File: src/rtl/fir_sample_serializer.sv
// Sample FIFO feeding an LSB-first serializer for the FIR filter's serial input.
// Each word is framed by o_dout_valid and followed by a fixed idle gap.
module fir_sample_serializer #(
  parameter int DATA_WIDTH = 24,
  parameter int FIFO_DEPTH = 4,
  parameter int GAP_CYCLES = 2
) (
  input  logic                          i_clk,
  input  logic                          i_rst_n,
  input  logic                          i_en,
  input  logic [DATA_WIDTH-1:0]         i_word,
  input  logic                          i_word_valid,
  output logic                          o_word_ready,
  output logic                          o_dout,
  output logic                          o_dout_valid,
  input  logic                          i_ready,
  output logic [$clog2(FIFO_DEPTH):0]   o_fifo_count,
  output logic                          o_busy,
  output logic                          o_overflow
);

  localparam int PTR_W = $clog2(FIFO_DEPTH);
  localparam int CNT_W = PTR_W + 1;
  localparam int BIT_W = $clog2(DATA_WIDTH) + 1;
  localparam int GAP_W = $clog2(GAP_CYCLES) + 1;
  localparam logic [CNT_W-1:0] FULL_C     = CNT_W'(FIFO_DEPTH);
  localparam logic [BIT_W-1:0] LAST_BIT_C = BIT_W'(DATA_WIDTH - 1);
  localparam logic [GAP_W-1:0] GAP_LOAD_C = GAP_W'(GAP_CYCLES - 1);

  typedef enum logic [1:0] {
    IDLE  = 2'd0,
    SHIFT = 2'd1,
    GAP   = 2'd2
  } state_e;

  state_e                state_q, state_d;
  logic [DATA_WIDTH-1:0] mem_q [FIFO_DEPTH];
  logic [PTR_W-1:0]      wr_ptr_q, wr_ptr_d;
  logic [PTR_W-1:0]      rd_ptr_q, rd_ptr_d;
  logic [CNT_W-1:0]      count_q, count_d;
  logic [DATA_WIDTH-1:0] shift_q, shift_d;
  logic [BIT_W-1:0]      bit_cnt_q, bit_cnt_d;
  logic [GAP_W-1:0]      gap_cnt_q, gap_cnt_d;
  logic                  overflow_q, overflow_d;

  logic full_s, push_s, pop_s, bit_xfer_s, last_bit_s, gap_done_s;

  // Handshake qualifiers; full is taken from the registered count so a pop cannot free a slot early
  assign full_s     = (count_q == FULL_C);
  assign push_s     = i_word_valid && !full_s;
  assign pop_s      = (state_q == IDLE) && i_en && (count_q != {CNT_W{1'b0}});
  assign bit_xfer_s = (state_q == SHIFT) && i_ready;
  assign last_bit_s = (bit_cnt_q == LAST_BIT_C);
  assign gap_done_s = (gap_cnt_q == {GAP_W{1'b0}});

  assign o_word_ready = !full_s;
  assign o_fifo_count = count_q;
  assign o_overflow   = overflow_q;

  // FSM state register
  always_ff @(posedge i_clk or negedge i_rst_n) begin
    if (!i_rst_n) state_q <= IDLE;
    else          state_q <= state_d;
  end

  // FSM next-state logic
  always_comb begin
    state_d = state_q;
    case (state_q)
      IDLE:    if (pop_s) state_d = SHIFT; else state_d = IDLE;
      SHIFT:   if (bit_xfer_s && last_bit_s) state_d = GAP; else state_d = SHIFT;
      GAP:     if (gap_done_s) state_d = IDLE; else state_d = GAP;
      default: state_d = IDLE;
    endcase
  end

  // FSM outputs; the serial line is forced low outside a word
  always_comb begin
    o_dout_valid = 1'b0;
    o_dout       = 1'b0;
    o_busy       = 1'b1;
    case (state_q)
      IDLE:    o_busy = 1'b0;
      SHIFT: begin
        o_dout_valid = 1'b1;
        o_dout       = shift_q[0];
      end
      GAP:     o_busy = 1'b1;
      default: o_busy = 1'b0;
    endcase
  end

  // FIFO pointer, count and sticky overflow next-state
  always_comb begin
    wr_ptr_d   = wr_ptr_q;
    rd_ptr_d   = rd_ptr_q;
    count_d    = count_q;
    overflow_d = overflow_q;
    if (push_s) wr_ptr_d = wr_ptr_q + 1'b1; else wr_ptr_d = wr_ptr_q;
    if (pop_s)  rd_ptr_d = rd_ptr_q + 1'b1; else rd_ptr_d = rd_ptr_q;
    case ({push_s, pop_s})
      2'b10:   count_d = count_q + 1'b1;
      2'b01:   count_d = count_q - 1'b1;
      default: count_d = count_q;
    endcase
    if (i_word_valid && full_s) overflow_d = 1'b1; else overflow_d = overflow_q;
  end

  // Shift register, bit counter and gap counter next-state
  always_comb begin
    shift_d   = shift_q;
    bit_cnt_d = bit_cnt_q;
    gap_cnt_d = gap_cnt_q;
    case (state_q)
      IDLE: begin
        if (pop_s) begin
          shift_d   = mem_q[rd_ptr_q];
          bit_cnt_d = {BIT_W{1'b0}};
        end else begin
          shift_d   = shift_q;
        end
      end
      SHIFT: begin
        if (bit_xfer_s) begin
          shift_d   = {1'b0, shift_q[DATA_WIDTH-1:1]};
          bit_cnt_d = bit_cnt_q + 1'b1;
          if (last_bit_s) gap_cnt_d = GAP_LOAD_C; else gap_cnt_d = gap_cnt_q;
        end else begin
          shift_d   = shift_q;
        end
      end
      GAP: begin
        if (!gap_done_s) gap_cnt_d = gap_cnt_q - 1'b1; else gap_cnt_d = gap_cnt_q;
      end
      default: begin
        shift_d   = shift_q;
        bit_cnt_d = bit_cnt_q;
        gap_cnt_d = gap_cnt_q;
      end
    endcase
  end

  // Control and datapath registers
  always_ff @(posedge i_clk or negedge i_rst_n) begin
    if (!i_rst_n) begin
      wr_ptr_q   <= {PTR_W{1'b0}};
      rd_ptr_q   <= {PTR_W{1'b0}};
      count_q    <= {CNT_W{1'b0}};
      overflow_q <= 1'b0;
      shift_q    <= {DATA_WIDTH{1'b0}};
      bit_cnt_q  <= {BIT_W{1'b0}};
      gap_cnt_q  <= {GAP_W{1'b0}};
    end else begin
      wr_ptr_q   <= wr_ptr_d;
      rd_ptr_q   <= rd_ptr_d;
      count_q    <= count_d;
      overflow_q <= overflow_d;
      shift_q    <= shift_d;
      bit_cnt_q  <= bit_cnt_d;
      gap_cnt_q  <= gap_cnt_d;
    end
  end

  // Sample storage; contents are only meaningful between the pointers, so no reset
  always_ff @(posedge i_clk) begin
    if (push_s) mem_q[wr_ptr_q] <= i_word;
  end

endmodule

File: config.mk
export PLATFORM = sky130hd
export DESIGN_NAME = fir_sample_serializer
export DESIGN_NICKNAME = d
export VERILOG_FILES = /design/src/rtl/fir_sample_serializer.sv
export SDC_FILE = /design/constraint.sdc
export NUM_CORES = 1
export LEC_CHECK = 0
export BUFFER_PORTS_ARGS = -buffer_cell sky130_fd_sc_hd__buf_2
export CAP_MARGIN = 40
export CELL_PAD_IN_SITES_DETAIL_PLACEMENT = 1
export CELL_PAD_IN_SITES_GLOBAL_PLACEMENT = 1
export CORE_AREA = 5 5 118 120
export DETAILED_ROUTE_END_ITERATION = 10
export DIE_AREA = 0 0 123 125
export PLACE_DENSITY = 0.86
export RECOVER_POWER = 100
export SKIP_CTS_REPAIR_TIMING = 1
export SYNTH_ARGS = -nofsm -noshare
export SYNTH_HDL_FRONTEND = slang
export SYNTH_SLANG_ARGS = --single-unit
export TNS_END_PERCENT = 1
File: constraint.sdc
create_clock -name i_clk -period 2.1 [get_ports i_clk]
set_input_delay 0 -clock i_clk [delete_from_list [all_inputs] [get_ports i_clk]]
set_output_delay 0 -clock i_clk [all_outputs]
set_load 0.01 [all_outputs]
==> impl_results.md <==
* Status: finished, final reports clean
* Max-cap violations at 0
* Post-DRT Antenna Nets at 0
* Syn Nets at 414
* Relative slew slack at 0.351
* # clock sinks at 138
* #FFs+latches synth at 138
* Clock power frac at 0.288
* Net Sw Power at 3.17 mW
* Vias in the first global route at 3805
* Fillers at 1234
* Reg-to-reg startpoint: state_q[1]$_DFF_PN0_
* Latest clock arrival within the worst-skew pair at 0.42 ns
* Sequential Power Share at 0.414
* I/O pins at 37
* Global Route Usage Sum at 0.192
* Post-synth EDFFs at 96
* Mean Syn Cell Area at 15.4 µm²
* RSZ-0062 raised after global routing: true
* Hold Path Depth at 3
* R2R cell count at 11
* Synth Warn # at 0
* Switching share of power at 0.324
* Post-synthesis sequential area ratio at 0.683
* Max Fanout on Critical Path at 3
* Global-route wire length before repair at 22100 µm
* Final Hold Fails at 0
* CTS root buffer: clkbuf_16
* Worst hold path startpoint: i_ready
* Gr ovfl total at 0
* Final Max Tran Viols at 0
* FF-to-FF setup slack at 0.009 ns
* Slew @ Worst Pin at 0.974 ns
* Worst Path Arrival at 2.43 ns
* DRT Wirelength at 14100 µm
* Fmax at 478 MHz
* Ys async rst share at 0.304
* CP required at 2.44 ns
* Number of I/O port buffers at 36
* Synth unique cells at 40
* DRC Markers at 0
* Cell mode on critical path: inv_2
* H-Tree Depth at 4
* Slowest CP cell: dfrtp_1
* Comb pwr share at 0.298
* DP Area at 0.00625 mm²
* CTS Buf Count at 17
* Worst reg2reg endpoint: o_fifo_count[2]$_DFFE_PN0P_
* N_diodes at 0
* DIE WIDTH at 123 µm
* Int Pwr at 6.62 mW
* WHS Endpoint: gap_cnt_q[0]$_DFFE_PN0P_
* Number of setup violations in the final report at 0
* TritonCTS clock tree: built
* Initial drt markers at 242
* DP HPWL at 7810 µm
* Worst min-delay path category: in2reg
* Initial antenna violation count at 0
* Buffer and inverter count on the worst path at 4
* Final Cell Area at 0.00713 mm²
* Clock transition at the registers of the reported paths at 0.06 ns
* Die ar. at 0.0154 mm²
* Clock Skew at 0.00739 ns
* Pwr dens at 1370 mW/mm²
* Layout Area Growth over Synthesis at 23.7%
* Ys flop type: edfxtp_1
* Mapped Area at 0.00576 mm²
* Final min period at 2.09 ns
* WHS at 0.0453 ns
* Drt pass-1 iters at 4
* Post-Synthesis Cells at 373
* Die height at 125 µm
* Core area at 0.0129 mm²
* Gpl congestion at 0.727
* Vias at 3528
* Critical path type: reg2reg
* Top delay family on crit path: adder cells
* Largest net degree at the start of global routing at 28
* Leak Pwr at 2.54 nW
* Max Root-Sink Buffers at 2
* Worst-path cell chain: inv_2, ha_4, inv_2, or2_4, inv_4, ha_4, inv_2, fa_2, xor2_2, nor2_1, xor2_1
* VDD IR-drop max at 0.000882 V
* Final critical-path share of the clock period at 0.996
* FP Rows at 42
* Vias per std cell at 5.43
* DR WL/cell at 21.7 µm
* Initial Utilization at 0.447
* Crit path capture type: flip-flop
* Max stage delay on crit path at 0.42 ns
* CP Launch Type: flip-flop
* Share of layout cells above drive strength 1 at 0.230
* Final #Nets at 502
[cell families after synthesis]
kind of cell               count (synthesis)  synth area share
buffers and inverters                     32            0.0269
AOI/OAI and AO/OA                         66            0.0760
adders and majority gates                 12            0.0274
DFF                                      138             0.683
muxes                                     25            0.0958
xor gates and xnor gates                   6           0.00912
and+or+nand+nor                           94            0.0817
[worst register-to-register path: stages (launching register included)]
cell and delay (ns):
dfrtp_1 0.42, inv_2 0.10, ha_4 0.15, inv_2 0.03
or2_4 0.24, inv_4 0.07, ha_4 0.13, inv_2 0.04
fa_2 0.40, xor2_2 0.16, nor2_1 0.11, xor2_1 0.16
[placed cells by master (no fill, tap or decap), types with 8 or more instances in the layout]
cell / instances
edfxtp_1: 96
dfrtp_1: 42
nor2_1: 29
nand2b_1: 26
o21ai_0: 26
clkbuf_1: 26
dlygate4sd3_1: 26
mux4_2: 24
a31oi_1: 23
buf_4: 20
clkbuf_16: 17
nand2_1: 15
buf_2: 11
ha_1: 9
inv_1: 8
[sequential cells by signal (all words and copies together) (netlist names)]
name,flops
state_q,2
o_fifo_count,3
bit_cnt_q,6
shift_q,24
wr_ptr_q,2
o_overflow,1
rd_ptr_q,2
gap_cnt_q,2
mem_q,96
[power groups by stage]
stage / registers [mW] / logic (mW) / clock network (mW)
2_1_floorplan: 3.96 / 1.92 / 0
3_3_place_gp: 3.98 / 2.59 / 0
3_5_place_dp: 4.06 / 2.73 / 0
4_1_cts: 4.05 / 2.85 / 2.87
5_1_grt: 4.12 / 3.15 / 2.99
6_report: 4.05 / 2.92 / 2.81
[synthesized netlist by cell type (2+ instances only)]
library cell  instances  share of area
o21ai_0              26          0.023
xor2_1                2         0.0030
ha_1                 11          0.024
a221o_1               2         0.0035
inv_1                13         0.0085
nor2_1               30          0.020
nand3_1               5         0.0043
nor3_1                2         0.0017
buf_4                 3         0.0039
nor2b_1               2         0.0022
dfrtp_1              42           0.18
a31oi_1              23          0.025
a21oi_1               2         0.0017
edfxtp_1             96           0.50
buf_6                 2         0.0039
xnor2_1               4         0.0061
a211oi_1              2         0.0026
buf_2                 7         0.0061
and2_1                2         0.0022
o31ai_1               2         0.0026
nand2_1              16          0.010
clkbuf_1              7         0.0046
and3_1                7         0.0076
mux4_2               24          0.094
nand2b_1             26          0.028
[layer usage]
layer / vias to the layer above / GRT usage / wire length (µm)
met5: - / 0 / 0
met2: 65 / 0.331 / 7710
met1: 1850 / 0.233 / 5710
met3: 25 / 0.0402 / 419
li1: 1588 / - / -
met4: 0 / 0.0801 / 285
[worst max-delay path by stage]
stage | start | endpoint | slack [ns] | depth (start not counted)
2_1_floorplan | state_q[0]$_DFF_PN0_ | o_fifo_count[2]$_DFFE_PN0P_ | 0.0005 | 12
3_3_place_gp | state_q[1]$_DFF_PN0_ | o_fifo_count[2]$_DFFE_PN0P_ | 0.06 | 11
3_5_place_dp | state_q[1]$_DFF_PN0_ | o_fifo_count[2]$_DFFE_PN0P_ | -0.04 | 11
4_1_cts | state_q[1]$_DFF_PN0_ | o_fifo_count[2]$_DFFE_PN0P_ | -0.10 | 11
5_1_grt | state_q[1]$_DFF_PN0_ | o_fifo_count[2]$_DFFE_PN0P_ | -0.09 | 11
6_report | state_q[1]$_DFF_PN0_ | o_fifo_count[2]$_DFFE_PN0P_ | 0.009 | 11
[final cells by class]
cell class / instances / area (µm²) / share of cell area
timing repair buffer: 88 / 656 / 0.0920
inverter: 13 / 51.3 / 0.00720
tap: 176 / 220 / 0.0309
sequential: 138 / 3930 / 0.552
clock inverter: 14 / 124 / 0.0174
multi-input combinational: 203 / 1710 / 0.240
clock buffer: 18 / 429 / 0.0602
[stage by stage]
step | worst slack [ns] | cells | total power [mW] | TNS (ns) | utilization
detailed placement | -0.0373 | 583 | 6.79 | -0.0373 | 0.485
floorplan | 0.000479 | 373 | 5.88 | 0 | -
global placement | 0.0627 | 582 | 6.57 | 0 | 0.484
global route | -0.0874 | 650 | 10.3 | -0.0874 | 0.554
CTS | -0.100 | 615 | 9.76 | -0.100 | 0.528
finish | 0.00909 | 650 | 9.79 | 0 | 0.554
Note: power is estimated with default switching activity, not from simulation.
